===== src/rtl/encoder_4to2_pipe.sv =====
`default_nettype none
// ============================================================================
// Module      : encoder_4to2_pipe
// Description : 4-to-2 priority encoder with a single-entry registered output
//               stage and valid/ready handshaking on both sides.
//               Multi-hot words resolve to the highest (HIGH_PRIO=1) or
//               lowest (HIGH_PRIO=0) set index and flag multi_err; an
//               all-zero word encodes to 00 and flags none_err. A saturating
//               counter tallies every captured word that raised a flag.
// Ports       : clk       - rising-edge clock
//               rst_n     - asynchronous active-low reset
//               en        - enable; gates acceptance of new words only
//               in_valid  - D holds a word to encode
//               D[3:0]    - one-hot input word (bit k <-> decoder output Yk)
//               in_ready  - block accepts D this cycle
//               out_ready - downstream accepts the output this cycle
//               out_valid - A, B, multi_err, none_err are valid
//               A, B      - encoded index, {A,B}, A is the MSB
//               multi_err - captured word had two or more bits set
//               none_err  - captured word was 0000
//               err_cnt   - saturating count of flagged captured words
// Revision    : 1.0 - initial release
// ============================================================================
module encoder_4to2_pipe #(
    parameter int HIGH_PRIO = 1,
    parameter int CNT_W     = 8
) (
    input  logic             clk,
    input  logic             rst_n,
    input  logic             en,
    input  logic             in_valid,
    input  logic [3:0]       D,
    output logic             in_ready,
    input  logic             out_ready,
    output logic             out_valid,
    output logic             A,
    output logic             B,
    output logic             multi_err,
    output logic             none_err,
    output logic [CNT_W-1:0] err_cnt
);

    localparam logic [0:0] c_ST_EMPTY = 1'b0;
    localparam logic [0:0] c_ST_FULL  = 1'b1;

    logic [0:0]       r_state;
    logic [0:0]       w_state_nxt;
    logic             w_in_ready;
    logic             w_capture;
    logic [1:0]       w_idx;
    logic             w_multi;
    logic             w_none;
    logic [1:0]       r_idx;
    logic             r_multi;
    logic             r_none;
    logic [CNT_W-1:0] r_err_cnt;

    // A full register may still accept when the held word leaves this same
    // cycle, which gives back-to-back throughput without a bubble.
    assign w_in_ready = en & ((r_state == c_ST_EMPTY) | out_ready);
    assign w_capture  = in_valid & w_in_ready;

    // D & (D-1) clears the lowest set bit; anything left means 2+ bits set.
    assign w_multi = (D & (D - 4'd1)) != 4'd0;
    assign w_none  = (D == 4'd0);

    generate
        if (HIGH_PRIO != 0) begin : g_high_prio
            always_comb begin
                w_idx = 2'd0;
                if (D[3])      w_idx = 2'd3;
                else if (D[2]) w_idx = 2'd2;
                else if (D[1]) w_idx = 2'd1;
            end
        end else begin : g_low_prio
            always_comb begin
                w_idx = 2'd0;
                if (D[0])      w_idx = 2'd0;
                else if (D[1]) w_idx = 2'd1;
                else if (D[2]) w_idx = 2'd2;
                else if (D[3]) w_idx = 2'd3;
            end
        end
    endgenerate

    always_comb begin
        w_state_nxt = r_state;
        case (r_state)
            c_ST_EMPTY: if (w_capture) w_state_nxt = c_ST_FULL;
            c_ST_FULL:  if (!w_capture && out_ready) w_state_nxt = c_ST_EMPTY;
            default:    w_state_nxt = c_ST_EMPTY;
        endcase
    end

    always_ff @(posedge clk or negedge rst_n) begin
        if (!rst_n) begin
            r_state <= c_ST_EMPTY;
        end else begin
            r_state <= w_state_nxt;
        end
    end

    // Payload only loads on capture, so D is never sampled outside a
    // handshake and the held word stays put under back-pressure.
    always_ff @(posedge clk or negedge rst_n) begin
        if (!rst_n) begin
            r_idx     <= 2'd0;
            r_multi   <= 1'b0;
            r_none    <= 1'b0;
            r_err_cnt <= '0;
        end else if (w_capture) begin
            r_idx   <= w_idx;
            r_multi <= w_multi;
            r_none  <= w_none;
            if ((w_multi || w_none) && (r_err_cnt != {CNT_W{1'b1}})) begin
                r_err_cnt <= r_err_cnt + CNT_W'(1);
            end
        end
    end

    assign in_ready  = w_in_ready;
    assign out_valid = (r_state == c_ST_FULL);
    assign A         = r_idx[1];
    assign B         = r_idx[0];
    assign multi_err = r_multi;
    assign none_err  = r_none;
    assign err_cnt   = r_err_cnt;

endmodule
`default_nettype wire


===== config.mk =====
export PLATFORM = sky130hd
export DESIGN_NAME = encoder_4to2_pipe
export DESIGN_NICKNAME = d
export VERILOG_FILES = /design/src/rtl/encoder_4to2_pipe.sv
export SDC_FILE = /design/constraint.sdc
export NUM_CORES = 1
export LEC_CHECK = 0
export CORE_MARGIN = 4
export CORE_UTILIZATION = 25
export DETAILED_ROUTE_END_ITERATION = 8
export SYNTH_ARGS = -nofsm -noshare
export SYNTH_HDL_FRONTEND = slang
export SYNTH_SLANG_ARGS = --single-unit
export TNS_END_PERCENT = 30

===== constraint.sdc =====
create_clock -name clk -period 2.3 [get_ports clk]
set_clock_uncertainty 0.2 [all_clocks]
set_input_delay 0.46 -clock clk [delete_from_list [all_inputs] [get_ports clk]]
set_output_delay 0.46 -clock clk [all_outputs]
set_load 0.005 [all_outputs]

Yosys cells after proc, flatten, opt, wreduce, memory -nomap -nowiden
Cells that the tools add are included.
{"block": "word_totals", "reg_bits": 13, "input_bits": 9, "output_inout_bits": 14, "elab_cells": 26}
{"block": "classes", "n_addsub": 2, "n_eq_ne": 1, "muxes": 6, "n_bitwise": 5, "n_reduce_logical": 7}
{"op": "$add 8x1->8 const B", "n": 1}
{"op": "$ne 8x8->1 const B", "n": 1}
{"op": "$and 4x4->4", "n": 1}
{"op": "$logic_not 4->1", "n": 1}
{"op": "$mux 2", "n": 2}
{"op": "$reduce_bool 4->1", "n": 1}
{"op": "$sub 4x1->4 const B", "n": 1}
{"op": "$mux 1", "n": 3}
{"op": "$and 1x1->1", "n": 2}
{"op": "$logic_and 1x1->1", "n": 2}
{"op": "$pmux 1 s2", "n": 1}
{"op": "$reduce_and 2->1", "n": 1}
{"op": "$logic_not 1->1", "n": 1}
{"op": "$logic_or 1x1->1", "n": 1}
{"op": "$not 1->1", "n": 1}
{"op": "$or 1x1->1", "n": 1}

Logic depth before layout (Yosys ltp)
{"block": "logic_depth", "word_depth": 8, "mapped_depth": 5, "depth_no_buf": 4}

Worst setup path after synthesis
Ideal clock, no wire load.
{"block": "synth_timing", "kind": "input -> register", "startpoint": "input D[1]", "endpoint": "register r_err_cnt[1] (netlist: err_cnt[1])", "setup_time_ns": 0.125, "t_arrival_ns": 1.437, "t_required_ns": 1.975, "slack_ns": 0.538, "stages": 4, "path_buffers": 0, "cell_sequence": "nor4b_1 -> a221oi_4 -> nand3_2 -> mux2_4"}
{"block": "synth_via", "elab_chain_len": 6, "elab_cells_between_ends": 7, "classes_between": "1 x add/sub; 1 x bitwise; 5 x reduce/logical"}
{"element": "start: declaration", "line_no": "32", "rtl": "input logic [3:0] D,"}
{"element": "$sub 4x1->4", "line_no": "64", "rtl": "assign w_multi = (D & (D - 4'd1)) != 4'd0;"}
{"element": "$and 4x4->4", "line_no": "64"}
{"element": "$reduce_bool 4->1", "line_no": "64"}
{"element": "$logic_or 1x1->1 (*)", "line_no": "115", "rtl": "if ((w_multi || w_none) && (r_err_cnt != {CNT_W{1'b1}})) begin"}
{"element": "$logic_and 1x1->1 (*)", "line_no": "115"}
{"element": "$reduce_and 2->1 (no line) (*)"}
{"element": "end signal: assignment", "line_no": "116", "rtl": "r_err_cnt <= r_err_cnt + CNT_W'(1);"}
{"element": "end: declaration", "line_no": "56", "rtl": "logic [CNT_W-1:0] r_err_cnt;"}
Every way passes the cells marked *; elsewhere a longest branch is shown, timed or not.
A chain may end at the register's enable or synchronous reset.

Worst setup path in the final report
{"block": "layout_timing", "startpoint": "input D[2]", "endpoint": "register r_err_cnt[1] (netlist: err_cnt[1])"}
The elaborated chain is that of the path after synthesis.

==> metrics.md <==
| Metric | Value |
|---|---|
| Slew @ Worst Pin | `between 500 and 600 ps` |
| Number of routed nets with antenna violations | `0` |
| Clock tree from TritonCTS | `done` |
| Number of DRC violations after detailed-routing iteration 0 | `9` |
| Required time at the endpoint of the critical path | `2270 ps` |
| Overflow left after global routing | `0` |
| Buffer type at the clock tree root | `clkbuf_4` |
| Post-synth EDFFs | `0` |
| Number of maximum-capacitance violations | `0` |
| Sequential share of the synthesized area | `a little under half` |
| Main combinational cell family by area after synthesis | `simple AND/OR/NAND/NOR gates` |
| Post-synthesis instance total | `62` |
| Clock latency on the worst-skew pair | `about 280 ps` |
| Global-route wire length before repair | `between 2000 and 2500 um` |
| Fraction of synthesized area in multiplexers | `2.21%` |
| Clk pwr share | `a little under a fifth` |
| Maximum VDD drop | `roughly 330 uV` |
| Critical path data arrival time | `slightly below 2000 ps` |
| Tot Pwr | `0.775 mW` |
| Count of vias placed by the detailed router | `583` |
| Net switching component of the power | `between 0.2 and 0.25 mW` |
| Cell Int Power | `about 0.54 mW` |
| Hold crit path type | `reg2reg` |
| Count of standard-cell rows | `18` |
| Largest net degree at the start of global routing | `14` |
| Die height | `about 60 um` |
| Clk slew on worst S/H paths | `roughly 80 ps` |
| Setup violations, final | `0` |
| Number of pins exceeding their max-slew limit in the final report | `0` |
| Final hold vios | `0` |
| Area fraction in and, or, nand and nor cells after synthesis | `27.4%` |
| Count of boundary I/O pins | `23` |
| Post-DR wirelength/cell | `11.8 um` |
| Leakage Power | `roughly 0.44 nW` |
| Post-synth top flop | `dfrtp_1` |
| Cell area after synthesis | `between 600 and 700 um2` |
| Synth Area in Adders | `3.31%` |
| Number of instances in the placed design | `120` |
| Power density over cell area | `roughly 760 nW/um2` |
| Most common cell in the netlist | `dfrtp_1` |
| Antenna violations before repair | `0` |
| Top cell type by total area after synthesis | `dfrtp_1` |
| Count of filler cells inserted in the layout | `around 260` |
| Share of the clock period used by the worst path | `around 87%` |
| Area enclosed by the die boundary | `3620 um2` |
| Combinational share of power | `between 30% and 40%` |
| Core Util, Final | `between 40 and 50%` |
| Compound-gate portion of the synthesized area | `~7.9%` |
| Horizontal die dimension | `roughly 60 um` |
| Maximum number of buffers from clock root to sink | `2` |
| Net switching fraction of the power | `30.3%` |
| Slew Limit Headroom | `61.5%` |
| Unrepaired setup endpoints after global routing | `false` |
| #FFs+latches synth | `13` |
| Total of warnings raised by yosys | `0` |
| Final weighted congestion of routability-driven global placement | `roughly 0.76` |
| Synthesized net count | `slightly above 70` |
| Mean area per synthesized cell | `~11 um2` |
| Fraction of synthesized cell area taken by the top area cell type | `47.8%` |
| Detailed-route DRC error count | `0` |
| Total number of H-tree levels | `1` |
| Top cells by area in the synthesized netlist | `dfrtp_1 48%, xnor2_1 9.0%, nand4_1 5.5%` |
| Final critical-path required period | `between 2000 and 2500 ps` |
| Sink count of the clock tree | `13` |
| Share of power burned in registers | `a little under half` |
| Setup TNS | `0 ps` |
| Outcome | `finished clean` |
| Fraction of synthesized cell area in xor and xnor cells | `10.3%` |
| Port Buffers | `22` |
| Vias in the first global route | `around 530` |
| # Post-CTS Setup Buffers | `0` |
| Final hold slack | `roughly 280 ps` |
| Post-synth ARST share | `between 90% and 100%` |
| Diode insertion count for antenna repair | `0` |
| Kind of end point of the critical path | `register` |
| Synthesis-to-finish area growth | `50.4%` |
| Share of final-layout standard cells stronger than drive strength 1 | `roughly 16%` |
| Routed wire length | `~1500 um` |
| Total global-route track usage | `8.88%` |
| Number of clock buffers inserted by TritonCTS | `3` |
| Synth cell types | `24` |
| Post-DP HPWL | `1150 um` |
| Worst Path Max Fanout | `6` |
| Starting Density | `about a quarter` |
| Fin nets | `~110` |
| Fmax | `roughly 500 MHz` |
| Kind of start point of the critical path | `input pin` |
| Most frequent cells after synthesis | `13 x dfrtp_1, 7 x xnor2_1, 6 x nand2_1, 6 x nand4_1` |
| Non-filler cells, final | `124` |
| Average vias per placed instance | `about 4.7` |
| WS Path Type | `in2reg` |
| Core area | `2540 um2` |
| First drt pass iteration count | `4` |
## sequential cells by signal, summed over array words and instances (netlist names)
signal / cells
r_idx: 2
err_cnt: 8
none_err: 1
out_valid: 1
multi_err: 1
## layer usage
layer / vias to the layer above / wire length, um / track usage (%)
li1: 296 / - / -
met1: 267 / 647 / 10.6
met2: 15 / 689 / 14.2
met3: 5 / 77 / 1.94
met4: 0 / 47 / 5.70
met5: - / 0 / 0
## through the flow
step	cell area, um2	setup WS, ps
finish	1020	296
global route	1020	242
CTS	1010	6.95
detailed placement	987	-18.9
global placement	987	5.43
floorplan	681	538
## timing repair
item                       CTS  global route
gates resized for setup      0             2
hold buffers                 0             0
setup endpoints to repair    0             1
## path summary, 6_finish.rpt
path / from / to / slack (ps) / cells after the start
worst max-delay path: D[2] / err_cnt[1] / 300 / 5
worst min-delay path: multi_err / multi_err / 280 / 2
worst max register to register: err_cnt[3] / err_cnt[1] / 520 / 4
worst min register to register: multi_err / multi_err / 280 / 2
max in group asynchronous: rst_n / err_cnt[7] / 1180 / 1
min in group asynchronous: rst_n / r_idx[0] / 350 / 1
## power by group through the flow
stage,clock (mW),combinational [mW],sequential (mW)
finish,0.143,0.277,0.355
global route,0.160,0.307,0.368
CTS,0.149,0.282,0.355
detailed placement,0,0.280,0.360
global placement,0,0.278,0.358
floorplan,0,0.107,0.351
## worst max-delay path, cell delays in order
cell             delay, ps
clkdlybuf4s50_1        560
nor4b_1                450
a221oi_4                70
nand3_2                130
mux2_4                 310
## placed cells by master, fill, tap and decap left out, drive strengths merged
cell type and instances:
nor4b 1, inv 1, o31ai 1, and3 3
clkdlybuf4s50 21, clkbuf 4, nand4bb 1, o21ai 3
xnor2 7, maj3 1, nand4 6, and4 3
xor2 1, nor2 3, buf 7, and2 2
nand3 2, nand2b 2, nand2 6, dfrtp 13
a21oi 1, dlymetal6s2s 1, a221oi 1, ha 1
nor3 1, mux2 1
## layout make-up
type	count	area [um2]	area share (%)
sequential	13	325	31.8
tap	30	37.5	3.67
clock buffer	4	26.3	2.57
timing repair buffer	29	275	26.9
inverter	1	3.75	0.367
multi-input combinational	47	355	34.7
## logic make-up (layout without fill, tap and decap cells)
logic type	Yosys count	after routing
simple gates	30	30
flops	13	13
xor+xnor	8	8
compound gates	6	6
fa+ha+maj	2	2
buf+inv	2	34
mux	1	1
Power figures use the tool's default switching activity.
